--- src/rtl/gate_tester_pkg.sv ---
// Shared definitions for the gate block tester: FSM encoding, vector sizing
// and the expected response of the gate block (S1 = A AND B, S2 = NOT C).
package gate_tester_pkg;

    typedef enum logic [1:0] {
        IDLE   = 2'd0,
        SETTLE = 2'd1,
        CHECK  = 2'd2,
        DONE   = 2'd3
    } state_t;

    localparam int VEC_W   = 3;
    localparam int NUM_VEC = 8;
    localparam int ERR_W   = 4;

    // Returns {exp_s1, exp_s2} for a vector laid out as {a, b, c}.
    function automatic logic [1:0] exp_resp(input logic [VEC_W-1:0] vec);
        return {vec[2] & vec[1], ~vec[0]};
    endfunction

endpackage

--- src/rtl/gate_ref_model.sv ---
// Combinational golden model of the gate block, indexed by test vector {a, b, c}.
module gate_ref_model
    import gate_tester_pkg::*;
(
    input  logic [VEC_W-1:0] vec,
    output logic             exp_s1,
    output logic             exp_s2
);

    logic [1:0] resp;

    assign resp   = exp_resp(vec);
    assign exp_s1 = resp[1];
    assign exp_s2 = resp[0];

endmodule

--- src/rtl/gate_tester.sv ---
// Walks all 8 {a,b,c} vectors into the gate block and checks s1/s2 responses.
// Optional macro GATE_TESTER_LOOP_EN: restart automatically after every run.
module gate_tester
    import gate_tester_pkg::*;
#(
    parameter int SETTLE_CYCLES = 2
)
(
    input  logic       clk,
    input  logic       rst,
    input  logic       start,
    output logic       a,
    output logic       b,
    output logic       c,
    input  logic       s1,
    input  logic       s2,
    output logic       busy,
    output logic       done,
    output logic       pass,
    output logic [3:0] err_cnt,
    output logic [7:0] fail_mask
);

`ifdef GATE_TESTER_LOOP_EN
    localparam bit LOOP_EN = 1'b1;
`else
    localparam bit LOOP_EN = 1'b0;
`endif

    state_t               state;
    state_t               state_next;
    logic [VEC_W-1:0]     vec;
    logic [7:0]           settle_cnt;
    logic [ERR_W-1:0]     err_q;
    logic [ERR_W-1:0]     err_next;
    logic [NUM_VEC-1:0]   mask_q;
    logic                 pass_q;
    logic                 exp_s1;
    logic                 exp_s2;
    logic                 mismatch;
    logic                 settle_end;
    logic                 last_vec;
    logic                 restart;

    gate_ref_model u_ref (
        .vec    (vec),
        .exp_s1 (exp_s1),
        .exp_s2 (exp_s2)
    );

    assign settle_end = (settle_cnt == 8'(SETTLE_CYCLES - 1));
    assign last_vec   = (vec == VEC_W'(NUM_VEC - 1));
    assign mismatch   = (state == CHECK) && ((s1 != exp_s1) || (s2 != exp_s2));
    assign err_next   = err_q + ERR_W'(mismatch);
    // In loop mode DONE lasts exactly one cycle before the next run begins.
    assign restart    = ((state == IDLE) && start) ||
                        ((state == DONE) && (start || LOOP_EN));

    always_ff @(posedge clk) begin
        if (rst) begin
            state <= IDLE;
        end else begin
            state <= state_next;
        end
    end

    always_comb begin
        state_next = state;
        case (state)
            IDLE:    if (restart) state_next = SETTLE;
            SETTLE:  if (settle_end) state_next = CHECK;
            CHECK:   state_next = last_vec ? DONE : SETTLE;
            DONE:    if (restart) state_next = SETTLE;
            default: state_next = IDLE;
        endcase
    end

    always_comb begin
        busy = (state == SETTLE) || (state == CHECK);
        done = (state == DONE);
    end

    always_ff @(posedge clk) begin
        if (rst) begin
            vec        <= '0;
            settle_cnt <= '0;
            err_q      <= '0;
            mask_q     <= '0;
            pass_q     <= 1'b0;
        end else if (restart) begin
            vec        <= '0;
            settle_cnt <= '0;
            err_q      <= '0;
            mask_q     <= '0;
            // Single-shot runs drop the old verdict; loop runs hold it until the next DONE.
            if (!LOOP_EN) begin
                pass_q <= 1'b0;
            end
        end else begin
            if (state == SETTLE) begin
                settle_cnt <= settle_cnt + 8'd1;
            end
            if (state == CHECK) begin
                err_q <= err_next;
                if (mismatch) begin
                    mask_q[vec] <= 1'b1;
                end
                if (last_vec) begin
                    pass_q <= (err_next == '0);
                end else begin
                    vec        <= vec + VEC_W'(1);
                    settle_cnt <= '0;
                end
            end
        end
    end

    assign a         = vec[2];
    assign b         = vec[1];
    assign c         = vec[0];
    assign pass      = pass_q;
    assign err_cnt   = err_q;
    assign fail_mask = mask_q;

endmodule
--- config.mk ---
export PLATFORM = sky130hd
export DESIGN_NAME = gate_tester
export DESIGN_NICKNAME = d
export VERILOG_FILES = /design/src/rtl/gate_tester_pkg.sv /design/src/rtl/gate_ref_model.sv /design/src/rtl/gate_tester.sv
export SDC_FILE = /design/constraint.sdc
export NUM_CORES = 1
export LEC_CHECK = 0
export ABC_AREA = 1
export BUFFER_PORTS_ARGS = -buffer_cell sky130_fd_sc_hd__buf_4
export CELL_PAD_IN_SITES_DETAIL_PLACEMENT = 1
export CELL_PAD_IN_SITES_GLOBAL_PLACEMENT = 2
export CORE_UTILIZATION = 34
export DETAILED_ROUTE_END_ITERATION = 7
export PLACE_DENSITY = 0.79
export SYNTH_ARGS = -nofsm -noshare
export SYNTH_HDL_FRONTEND = slang
export SYNTH_SLANG_ARGS = --single-unit
export TNS_END_PERCENT = 20
--- constraint.sdc ---
create_clock -name clk -period 5.7 [get_ports clk]
set_clock_uncertainty 0.05 [all_clocks]
set_input_delay 0.285 -clock clk [delete_from_list [all_inputs] [get_ports clk]]
set_output_delay 0.285 -clock clk [all_outputs]
set_load 0.03 [all_outputs]
; After elaboration in Yosys (flattened, before gate mapping)
; Index checks and enable logic that the tools add are counted.
[totals]
word_cells = 48
ff_bits = 26
[classes]
muxes = 9
n_addsub = 3
reduce_logical = 15
n_eq_ne = 9
bitwise = 4
magnitude_cmp = 2
[ops]
columns = operator, count
row1 = 8-bit 2-to-1 mux, 3
row2 = 8-bit by 1-bit adder with 8-bit output (second input constant), 1
row3 = 8-bit by 1-bit equality test with 1-bit output (second input constant), 1
row4 = 8-bit bitwise OR, 1
row5 = 2-bit AND reduction, 4
row6 = 2-bit 2-to-1 mux, 3
row7 = 2-bit one-hot mux with 3 select lines, 1
row8 = 4-bit by 1-bit adder with 4-bit output, 1
row9 = 2-bit equality test (second input constant), 2
row10 = 1-bit logical AND, 4
row11 = 4-bit logical NOT, 1
row12 = 3-bit by 4-bit less-than comparator with 1-bit output (second input constant), 1
row13 = 2-bit OR reduction, 2
row14 = 3-bit by 1-bit adder with 3-bit output (second input constant), 1
row15 = 1-bit demux with 3-bit select, 1
row16 = 3-bit equality test (second input constant), 1
row17 = 3-bit by 1-bit >= comparator with 1-bit output (second input constant), 1
row18 = 1-bit logical OR, 3
row19 = 2-bit by 1-bit equality test with 1-bit output (second input constant), 1
row20 = 2-bit logical NOT, 1
row21 = 1-bit inequality test, 2
row22 = 2-bit by 1-bit inequality test with 1-bit output (second input constant), 1
row23 = 2-bit inequality test (second input constant), 1
row24 = 1-bit inverter, 2
row25 = 2 further kinds, 2

; Longest topological paths before layout
; Gate-level depths: netlist (run 1).
[depth]
word_depth = 6
ltp_mapped = 11
ltp_nobuf = 10

; Modules after synthesis
; From an unflattened synthesis (run 1), not the netlist that was laid out.
[hier_totals]
hier_cells = 193
area_unflattened_um2 = 1355.0
[by_module_without_submodules]
columns = module, area_each_um2, cells_per_inst, n_inst
row1 = gate_tester, 1343.8, 190, 1
row2 = gate_ref_model, 11.3, 3, 1

; Least setup slack after synthesis (run 1)
; OpenSTA, ideal clock, no wires.
[synth_timing]
kind = reg2reg
startpoint = register vec[0]
endpoint = register pass_q, in the netlist pass
synth_period_minus_slack_ps = 2087
setup_slack_ps = 3613
setup_ps = 70
arrival_ps = 1968
path_buffers = 1
path_stages_with_launch = 10
cell_sequence = dfxtp_1 buf_4 xor2_2 a21oi_1 ha_1 ha_1 or2_2 nor2_1 nand2_1 a21oi_1
[synth_between]
elab_chain_len = 6
elab_cells_between_ends = 8
[synth_rtl]
columns = element, line_no
row1 = from (decl), gate_tester.sv:32  ; logic [VEC_W-1:0] vec;
row2 = from (signal assigned), gate_tester.sv:111  ; vec <= vec + VEC_W'(1);
row3 = 1-bit inverter, gate_tester_pkg.sv:18  ; return {vec[2] & vec[1], ~vec[0]};
row4 = 1-bit inequality test, gate_tester.sv:53  ; assign mismatch = (state == CHECK) && ((s1 != exp_s1) || (s2 != exp_s2));
row5 = 1-bit logical OR, gate_tester.sv:53
row6 = 1-bit logical AND, gate_tester.sv:53
row7 = 4-bit by 1-bit adder with 4-bit output, gate_tester.sv:54  ; assign err_next = err_q + ERR_W'(mismatch);
row8 = via err_next[1], gate_tester.sv:35  ; logic [ERR_W-1:0] err_next;
row9 = 4-bit logical NOT, gate_tester.sv:109  ; pass_q <= (err_next == '0);
row10 = to (signal assigned), gate_tester.sv:109
row11 = to (decl), gate_tester.sv:37  ; logic pass_q;
; The timed path passes the listed nets, and every way through them passes these cells.
; A chain may end at the register's enable or synchronous reset.

; Worst setup path after layout (run 1)
[layout_timing]
startpoint = register state[0]
endpoint = register pass_q, in the netlist pass
[layout_between]
elab_chain_len = 4
elab_cells_between_ends = 11
[layout_rtl]
columns = element, line_no
row1 = from (decl), gate_tester.sv:30  ; state_t state;
row2 = from (signal assigned), gate_tester.sv:63  ; state <= state_next;
row3 = 2-bit equality test, gate_tester.sv:53
row4 = 1-bit logical AND, gate_tester.sv:53
row5 = 4-bit by 1-bit adder with 4-bit output, gate_tester.sv:54
row6 = via err_next[1], gate_tester.sv:35
row7 = 4-bit logical NOT, gate_tester.sv:109
; The timed path passes the listed nets, and every way through them passes these cells.

==> impl_metrics.tcl, run 1 <==
set metrics [dict create \
    setup_viol 0 \
    n_antenna_cell 0 \
    reg2regPathDepth 10 \
    via_per_inst 4.70 \
    r2r-end "pass$_SDFFE_PP0P_" \
    fmax_mhz 413 \
    route.detailed.drc 0 \
    die_area_um2 4360 \
    yosysSeqAreaShare_pct 37.3 \
    drtIter0Drc 16 \
    synth_cell_types 22 \
    grt_pass1_vias 1150 \
    rows 22 \
    end_kind "flop" \
    vias 1179 \
    tns_ps 0 \
    area_delta_synth_final_pct 17.2 \
    hold_path_class "input pin to flop" \
    status "complete, no violations" \
    design_power_total_uw 518 \
    worstSetupPathType "flop to flop" \
    slew_viol_final 0 \
    multi_input_area_um2 724 \
    core_area_um2 3800 \
    hold_end "state[0]$_SDFFE_PP0P_" \
    synth_top_area_share_pct 37.3 \
    rrSetupSlack_ps 3280 \
    critPathMaxFanout 13 \
    cts_buffers 3 \
    critPathLaunchType "flop" \
    hpwl_mm 2.37 \
    whs_path_depth 4 \
    cts_tree "yes" \
    leakage_uw 0.000741 \
    post_cts_buffers 0 \
    cap_viol_max_count 0 \
    cts_resized 0 \
    synth_area_leaders "dfxtp_1, ha_1, nand2_1" \
    wl_per_cell_um 11.8 \
    fillers 471 \
    yosysWarnings 0 \
    antenna_left 0 \
    netlist_area_um2 1390 \
    initial_core_util_pct 36.7 \
    seqCellArea_um2 520 \
    vdd_drop_max_mv 0.105 \
    clk_pin_slew_ps 90 \
    drt-pass1-iter-count 3 \
    clock_latency_ps 270 \
    cts_sinks 26 \
    min_period_ps 2420 \
    gp_congestion 0.810 \
    synth_cells 183 \
    r2r-start "state[0]$_SDFFE_PP0P_" \
    timing.final.crit_share_pct 42.4 \
    die_h_um 66.0 \
    synth_top_area_cell "dfxtp_1" \
    die_width_um 66.0 \
    root_buffer "clkbuf_8" \
    syn_avg_cell_area_um2 7.62 \
    cp_data_required_time_ps 5850 \
    drive_gt1_share_pct 20.2 \
    wl_mm 2.96 \
    hold_viol_final 0 \
    grt-ovfl-total 0 \
    grt_pass1_wl_mm 5.10 \
    rsz0062_at_grt "false" \
    synth-seq-cells 26 \
    numPortBuffers 22 \
    track_usage_pct 15.2 \
    worst_ep_arrival_time_ps 2570 \
    antenna_found_initial 0 \
    cts_hold_buffers 0 \
    htree_levels 1 \
    cellPowerDensity_nw_per_um2 317 \
    nNetsFinal 220 \
    hold_start "rst" \
    cts_buffer_depth 2 \
    ios 23 \
    synth_nets 199 \
    worst_slew_pin_slew_ps 470 \
    slew_headroom_pct 68.7 \
    grt_max_degree 17 \
]
==> registers in the layout (all words and copies together), names as in the netlist <==
name	count
fail_mask	8
err_cnt	4
vec	3
pass	1
state	2
settle_cnt	8
==> critical path, cell delays in order, from the launching register on <==
cell	delay (ps)
dfxtp_1	360
inv_1	110
ha_1	460
inv_2	190
a21oi_1	170
ha_1	200
ha_1	250
or2_2	270
nor2_1	110
nand2_1	60
a21oi_1	120
==> cell families after synthesis <==
group                      count (synthesis)  synth area share (%)
and+or+nand+nor                           79                  28.5
buffers and inverters                     35                  10.7
AOI/OAI and AO/OA                         27                  9.96
DFF                                       26                  37.3
adders and majority gates                 11                  9.87
xor gates and xnor gates                   5                  3.68
==> synthesized netlist by cell type, drive strengths merged <==
cell	number
nor3b	1
or2	1
xnor2	1
inv	29
nand3	14
ha	11
nor3	7
xor2	4
nand2	36
nor2	19
buf	6
dfxtp	26
nand4	1
a21oi	22
o21ai	5
==> power breakdown <==
part / internal [uW] / switching, uW / total [uW] / leakage [uW]
combinational: 64.6 / 120 / 185 / 0.000502
clock: 61.7 / 57.2 / 119 / 0.0000288
sequential: 195 / 19.7 / 215 / 0.000210
==> cell type report <==
cell class,instances,area share (%)
Tap cell,48,3.68
Timing Repair Buffer,22,10.1
Sequential cell,26,31.9
Inverter,29,6.66
Clock buffer,4,3.37
Multi-Input combinational cell,122,44.3
==> layout by cell type, fill, tap and decap left out, drive strengths merged, types with 4 or more instances in the layout <==
master	Yosys	layout
nand2	36	36
inv	29	29
dfxtp	26	26
a21oi	22	22
buf	6	22
nor2	19	19
nand3	14	14
ha	11	11
nor3	7	7
o21ai	5	5
clkbuf	0	4
xor2	4	4
==> how the worst max path moves through the flow <==
stage / cells past startpoint / from / endpoint
2_1_floorplan: 9 / vec[0]$_SDFFE_PP0P_ / pass$_SDFFE_PP0P_
3_3_place_gp: 10 / state[0]$_SDFFE_PP0P_ / pass$_SDFFE_PP0P_
3_5_place_dp: 10 / state[0]$_SDFFE_PP0P_ / pass$_SDFFE_PP0P_
4_1_cts: 10 / state[0]$_SDFFE_PP0P_ / pass$_SDFFE_PP0P_
5_1_grt: 10 / state[0]$_SDFFE_PP0P_ / pass$_SDFFE_PP0P_
6_report: 10 / state[0]$_SDFFE_PP0P_ / pass$_SDFFE_PP0P_
==> through the flow <==
step | std cells | instance area [um2] | hold slack [ps] | util [%] | setup WS, ps
finish | 251 | 1630 | 243 | 43.0 | 3280
global route | 251 | 1630 | 242 | 43.0 | 3060
CTS | 251 | 1630 | 243 | 43.0 | 3260
detailed placement | 247 | 1580 | 403 | 41.6 | 3300
global placement | 247 | 1580 | 389 | 41.6 | 3470
floorplan | 183 | 1390 | 413 | - | 3610
==> per-layer routing <==
layer | track usage (%) | vias up | routed length, um
met3 | 1.55 | 4 | 69
li1 | - | 616 | -
met1 | 18.5 | 545 | 1340
met2 | 27.2 | 14 | 1510
met5 | 0 | - | 0
met4 | 5.59 | 0 | 36
No activity file was read; power rests on OpenSTA's default activity.
==> run 2, diff against run 1 <==
- CORE_UTILIZATION: 34 -> 28
- PLACE_DENSITY: 0.79 -> 0.69
- clock period: 5.7 -> 2.1 ns (I/O delays scaled with it)
==> impl_metrics.tcl, run 2 (synthesized netlist as in run 1, its figures left out) <==
set metrics [dict create \
    cts_sinks 26 \
    min_period_ps 1970 \
    worst_ep_arrival_time_ps 2140 \
    rows 25 \
    cap_viol_max_count 0 \
    wl_met3_um 102 \
    status "complete, no violations" \
    design_power_total_uw 1460 \
    fmax_mhz 507 \
    nNetsFinal 225 \
    hpwl_mm 2.54 \
    area_delta_synth_final_pct 21.6 \
    critPathMaxFanout 5 \
    grt_pass1_wl_mm 5.76 \
    antenna_left 0 \
    wl_per_cell_um 12.0 \
    cts_resized 0 \
    root_buffer "clkbuf_8" \
    via_per_inst 4.40 \
    n_antenna_cell 0 \
    die_h_um 72.6 \
    hold_start "rst" \
    drt-pass1-iter-count 4 \
    drtIter0Drc 19 \
    clk_pin_slew_ps 100 \
    routed.top_layer "met4" \
    cts_buffer_depth 2 \
    cellPowerDensity_nw_per_um2 860 \
    numPortBuffers 22 \
    vias 1209 \
    timing.final.crit_share_pct 93.9 \
    htree_levels 1 \
    ios 23 \
    post_cts_buffers 0 \
    hold_viol_final 0 \
    wl_met2_mm 1.51 \
    cts_buffers 3 \
    slew_viol_final 0 \
    cts_tree "yes" \
    r2r-start "state[0]$_SDFFE_PP0P_" \
    core_area_um2 4750 \
    startpoint "state[0]$_SDFFE_PP0P_" \
    grt-ovfl-total 0 \
    antenna_found_initial 0 \
    wl_mm 3.31 \
    hold_path_class "input pin to flop" \
    cts_hold_buffers 0 \
    worstSetupPathType "flop to flop" \
    rsz0062_at_grt "false" \
    whs_ps 55.3 \
    cp_data_required_time_ps 2270 \
    initial_core_util_pct 29.3 \
    leakage_uw 0.000767 \
    grt_max_degree 17 \
    gp_congestion 0.771 \
    worst_slew_pin_slew_ps 380 \
    end_kind "flop" \
    track_usage_pct 14.0 \
    met1Wirelength_mm 1.66 \
    critPathLaunchType "flop" \
    die_width_um 72.6 \
    drive_gt1_share_pct 22.1 \
    tns_ps 0 \
    setup_viol 0 \
    die_area_um2 5260 \
    route.detailed.drc 0 \
    layout_common_cells "nand2_1, inv_1, buf_4" \
    clock_latency_ps 270 \
    slew_headroom_pct 74.5 \
    vdd_drop_max_mv 0.347 \
    final_common_cell "nand2_1" \
    grt_pass1_vias 1273 \
]
[run 2: cell types whose count changed in the layout (fill, tap and decap cells not counted), sizes merged]
cell and delta:
buf +5
[run 2: final cells by class]
cell class / count / area [um2]
sequential: 26 / 520
inverter: 29 / 109
timing repair buffer: 27 / 203
fill: 611 / 3060
multi-input combinational: 122 / 724
clock buffer: 4 / 55.1
tap: 67 / 83.8
[run 2: through the flow]
| step | setup WS, ps | instances | util, % | instance area [um2] |
|---|---|---|---|---|
| 2_1_floorplan | 12.5 | 183 | - | 1390 |
| 3_3_place_gp | 185 | 271 | 34.5 | 1640 |
| 3_5_place_dp | 141 | 271 | 34.5 | 1640 |
| 4_1_cts | 105 | 275 | 35.7 | 1700 |
| 5_1_grt | 5.54 | 275 | 35.7 | 1700 |
| 6_report | 129 | 275 | 35.7 | 1700 |
[run 2: final timing paths]
path                               end  slack, ps  cells after the start
max                  pass$_SDFFE_PP0P_        130                     10
max reg2reg          pass$_SDFFE_PP0P_        130                     10
min reg2reg  fail_mask[4]$_SDFFE_PP0P_        410                      2
min              state[0]$_SDFFE_PP0P_         60                      4
[run 2: worst max-delay path, cell delays in order (launching register included)]
cell	delay, ps
dfxtp_1	410
inv_1	90
ha_1	230
inv_2	60
a21oi_1	40
ha_1	200
ha_1	280
or2_2	280
nor2_1	100
nand2_1	60
a21oi_1	110
[run 2: layer usage]
metal,vias to the layer above,track usage [%]
met2,16,23.8
met3,4,2.78
met5,-,0
met1,566,18.1
li1,623,-
met4,0,3.92
[run 2: where the power goes]
part	total, uW	internal (uW)	switching [uW]
logic	549	196	353
registers	574	530	44.4
clock network	335	168	168
==> run 3, diff against run 2 <==
- BUFFER_PORTS_ARGS: -buffer_cell sky130_fd_sc_hd__buf_4 -> -buffer_cell sky130_fd_sc_hd__buf_2
- HOLD_SLACK_MARGIN: unset -> 0.06
==> impl_metrics.tcl, run 3 (synthesized netlist as in run 1, its figures left out) <==
set metrics [dict create \
    status "complete, no violations" \
    vdd_drop_max_mv 0.502 \
    clk_pin_slew_ps 90 \
    rows 25 \
    wl_mm 3.22 \
    slew_viol_final 0 \
    cts_buffer_depth 2 \
    grt_max_degree 17 \
    timing.final.crit_share_pct 90.6 \
    slew_headroom_pct 74.3 \
    tns_ps 0 \
    htree_levels 1 \
    fmax_mhz 526 \
    vias 1202 \
    die_area_um2 5260 \
    hpwl_mm 2.50 \
    worst_ep_arrival_time_ps 2060 \
    track_usage_pct 13.4 \
    min_period_ps 1900 \
    grt_pass1_wl_mm 5.53 \
    setup_viol 0 \
    power.switching_uw 555 \
    layout_common_cells "nand2_1, inv_1, dfxtp_1" \
    n_antenna_cell 0 \
    switching_share_pct 38.6 \
    worstSetupPathType "flop to flop" \
    setup_ws_ps 198 \
    drtIter0Drc 37 \
    fillers 612 \
    cap_viol_max_count 0 \
    cp_data_required_time_ps 2260 \
    area_delta_synth_final_pct 18.8 \
    antenna_found_initial 0 \
    drive_gt1_share_pct 23.0 \
    antenna_left 0 \
    clock_latency_ps 270 \
    core_area_um2 4750 \
    wl_per_cell_um 11.7 \
    cellPowerDensity_nw_per_um2 869 \
    combPwrFrac_pct 36.8 \
    cts_buffers 3 \
    grt_pass1_vias 1197 \
    drt-pass1-iter-count 4 \
    die_width_um 72.6 \
    leakage_uw 0.000770 \
    route.detailed.drc 0 \
    design_power_total_uw 1440 \
    rsz0062_at_grt "false" \
    critPathLaunchType "flop" \
    worst_slew_pin_slew_ps 384 \
    pre_cts_slack_ps 136 \
    root_buffer "clkbuf_8" \
    end_kind "flop" \
    numPortBuffers 22 \
    hold_path_class "input pin to flop" \
    seq_power_share_pct 40.2 \
    via_per_inst 4.36 \
    die_h_um 72.6 \
    cts_tree "yes" \
    ios 23 \
    post-route-util_pct 34.8 \
    grt-ovfl-total 0 \
    internal-power_uw 883 \
    gp_congestion 0.799 \
    hold_viol_final 0 \
    critPathMaxFanout 5 \
    nNetsFinal 226 \
    cts_sinks 26 \
    initial_core_util_pct 29.3 \
    whs_ps 243 \
    final_common_cell "nand2_1" \
    power.share.clock_pct 23.0 \
]
## run 3: cell types whose count changed in the layout (fill, tap and decap cells not counted)
cell           delta
dfxtp_2           +1
dfxtp_1           -2
dfxtp_4           +1
buf_2            +22
dlygate4sd3_1     +1
buf_4            -22
## run 3: layout make-up
cell class              instances  area, um2  share of cell area, %
repair buffers                 28        158                   9.52
flip-flops and latches         26        526                   31.7
well taps                      67       83.8                   5.06
multi-input cells             122        724                   43.8
clock buffers                   4       55.1                   3.33
inverters                      29        109                   6.58
## run 3: power groups by stage
stage          combinational (uW)  clock (uW)  sequential [uW]
6_report                      530         330              578
5_1_grt                       598         361              587
4_1_cts                       539         348              574
3_5_place_dp                  535           0              585
3_3_place_gp                  523           0              582
2_1_floorplan                 398           0              596
## run 3: per-stage QoR
| step | instance area, um2 | instances |
|---|---|---|
| after floorplan | 1390 | 183 |
| after global placement | 1590 | 271 |
| after detailed placement | 1590 | 271 |
| after CTS | 1650 | 276 |
| after global routing | 1660 | 276 |
| final | 1660 | 276 |
## run 3: final timing paths
path	startpoint	slack [ps]	endpoint	cells after the start
setup / recovery	state[0]$_SDFFE_PP0P_	200	pass$_SDFFE_PP0P_	10
hold / removal	start	240	state[1]$_SDFFE_PP0P_	5
setup reg to reg	state[0]$_SDFFE_PP0P_	200	pass$_SDFFE_PP0P_	10
hold reg to reg	fail_mask[2]$_SDFFE_PP0P_	400	fail_mask[2]$_SDFFE_PP0P_	2
## run 3: worst max-delay path: stages (launching register included)
cell and delay (ps):
dfxtp_4 380, inv_1 60, ha_1 220, inv_2 60, a21oi_1 40, ha_1 200, ha_1 290, or2_2 280
nor2_1 100, nand2_1 60, a21oi_1 120
## run 3: repair_timing
item                       CTS  global route
hold buffers                 1             0
resized for setup            0             3
hold endpoints to repair     2             0
setup buffers                0             0
setup endpoints to repair    0             1
## run 3: layer usage
| metal | up-vias | wire [um] | global-route usage [%] |
|---|---|---|---|
| met3 | 4 | 104 | 3.33 |
| li1 | 626 | - | - |
| met4 | 0 | 21 | 2.61 |
| met1 | 555 | 1570 | 17.7 |
| met5 | - | 0 | 0 |
| met2 | 17 | 1520 | 22.3 |
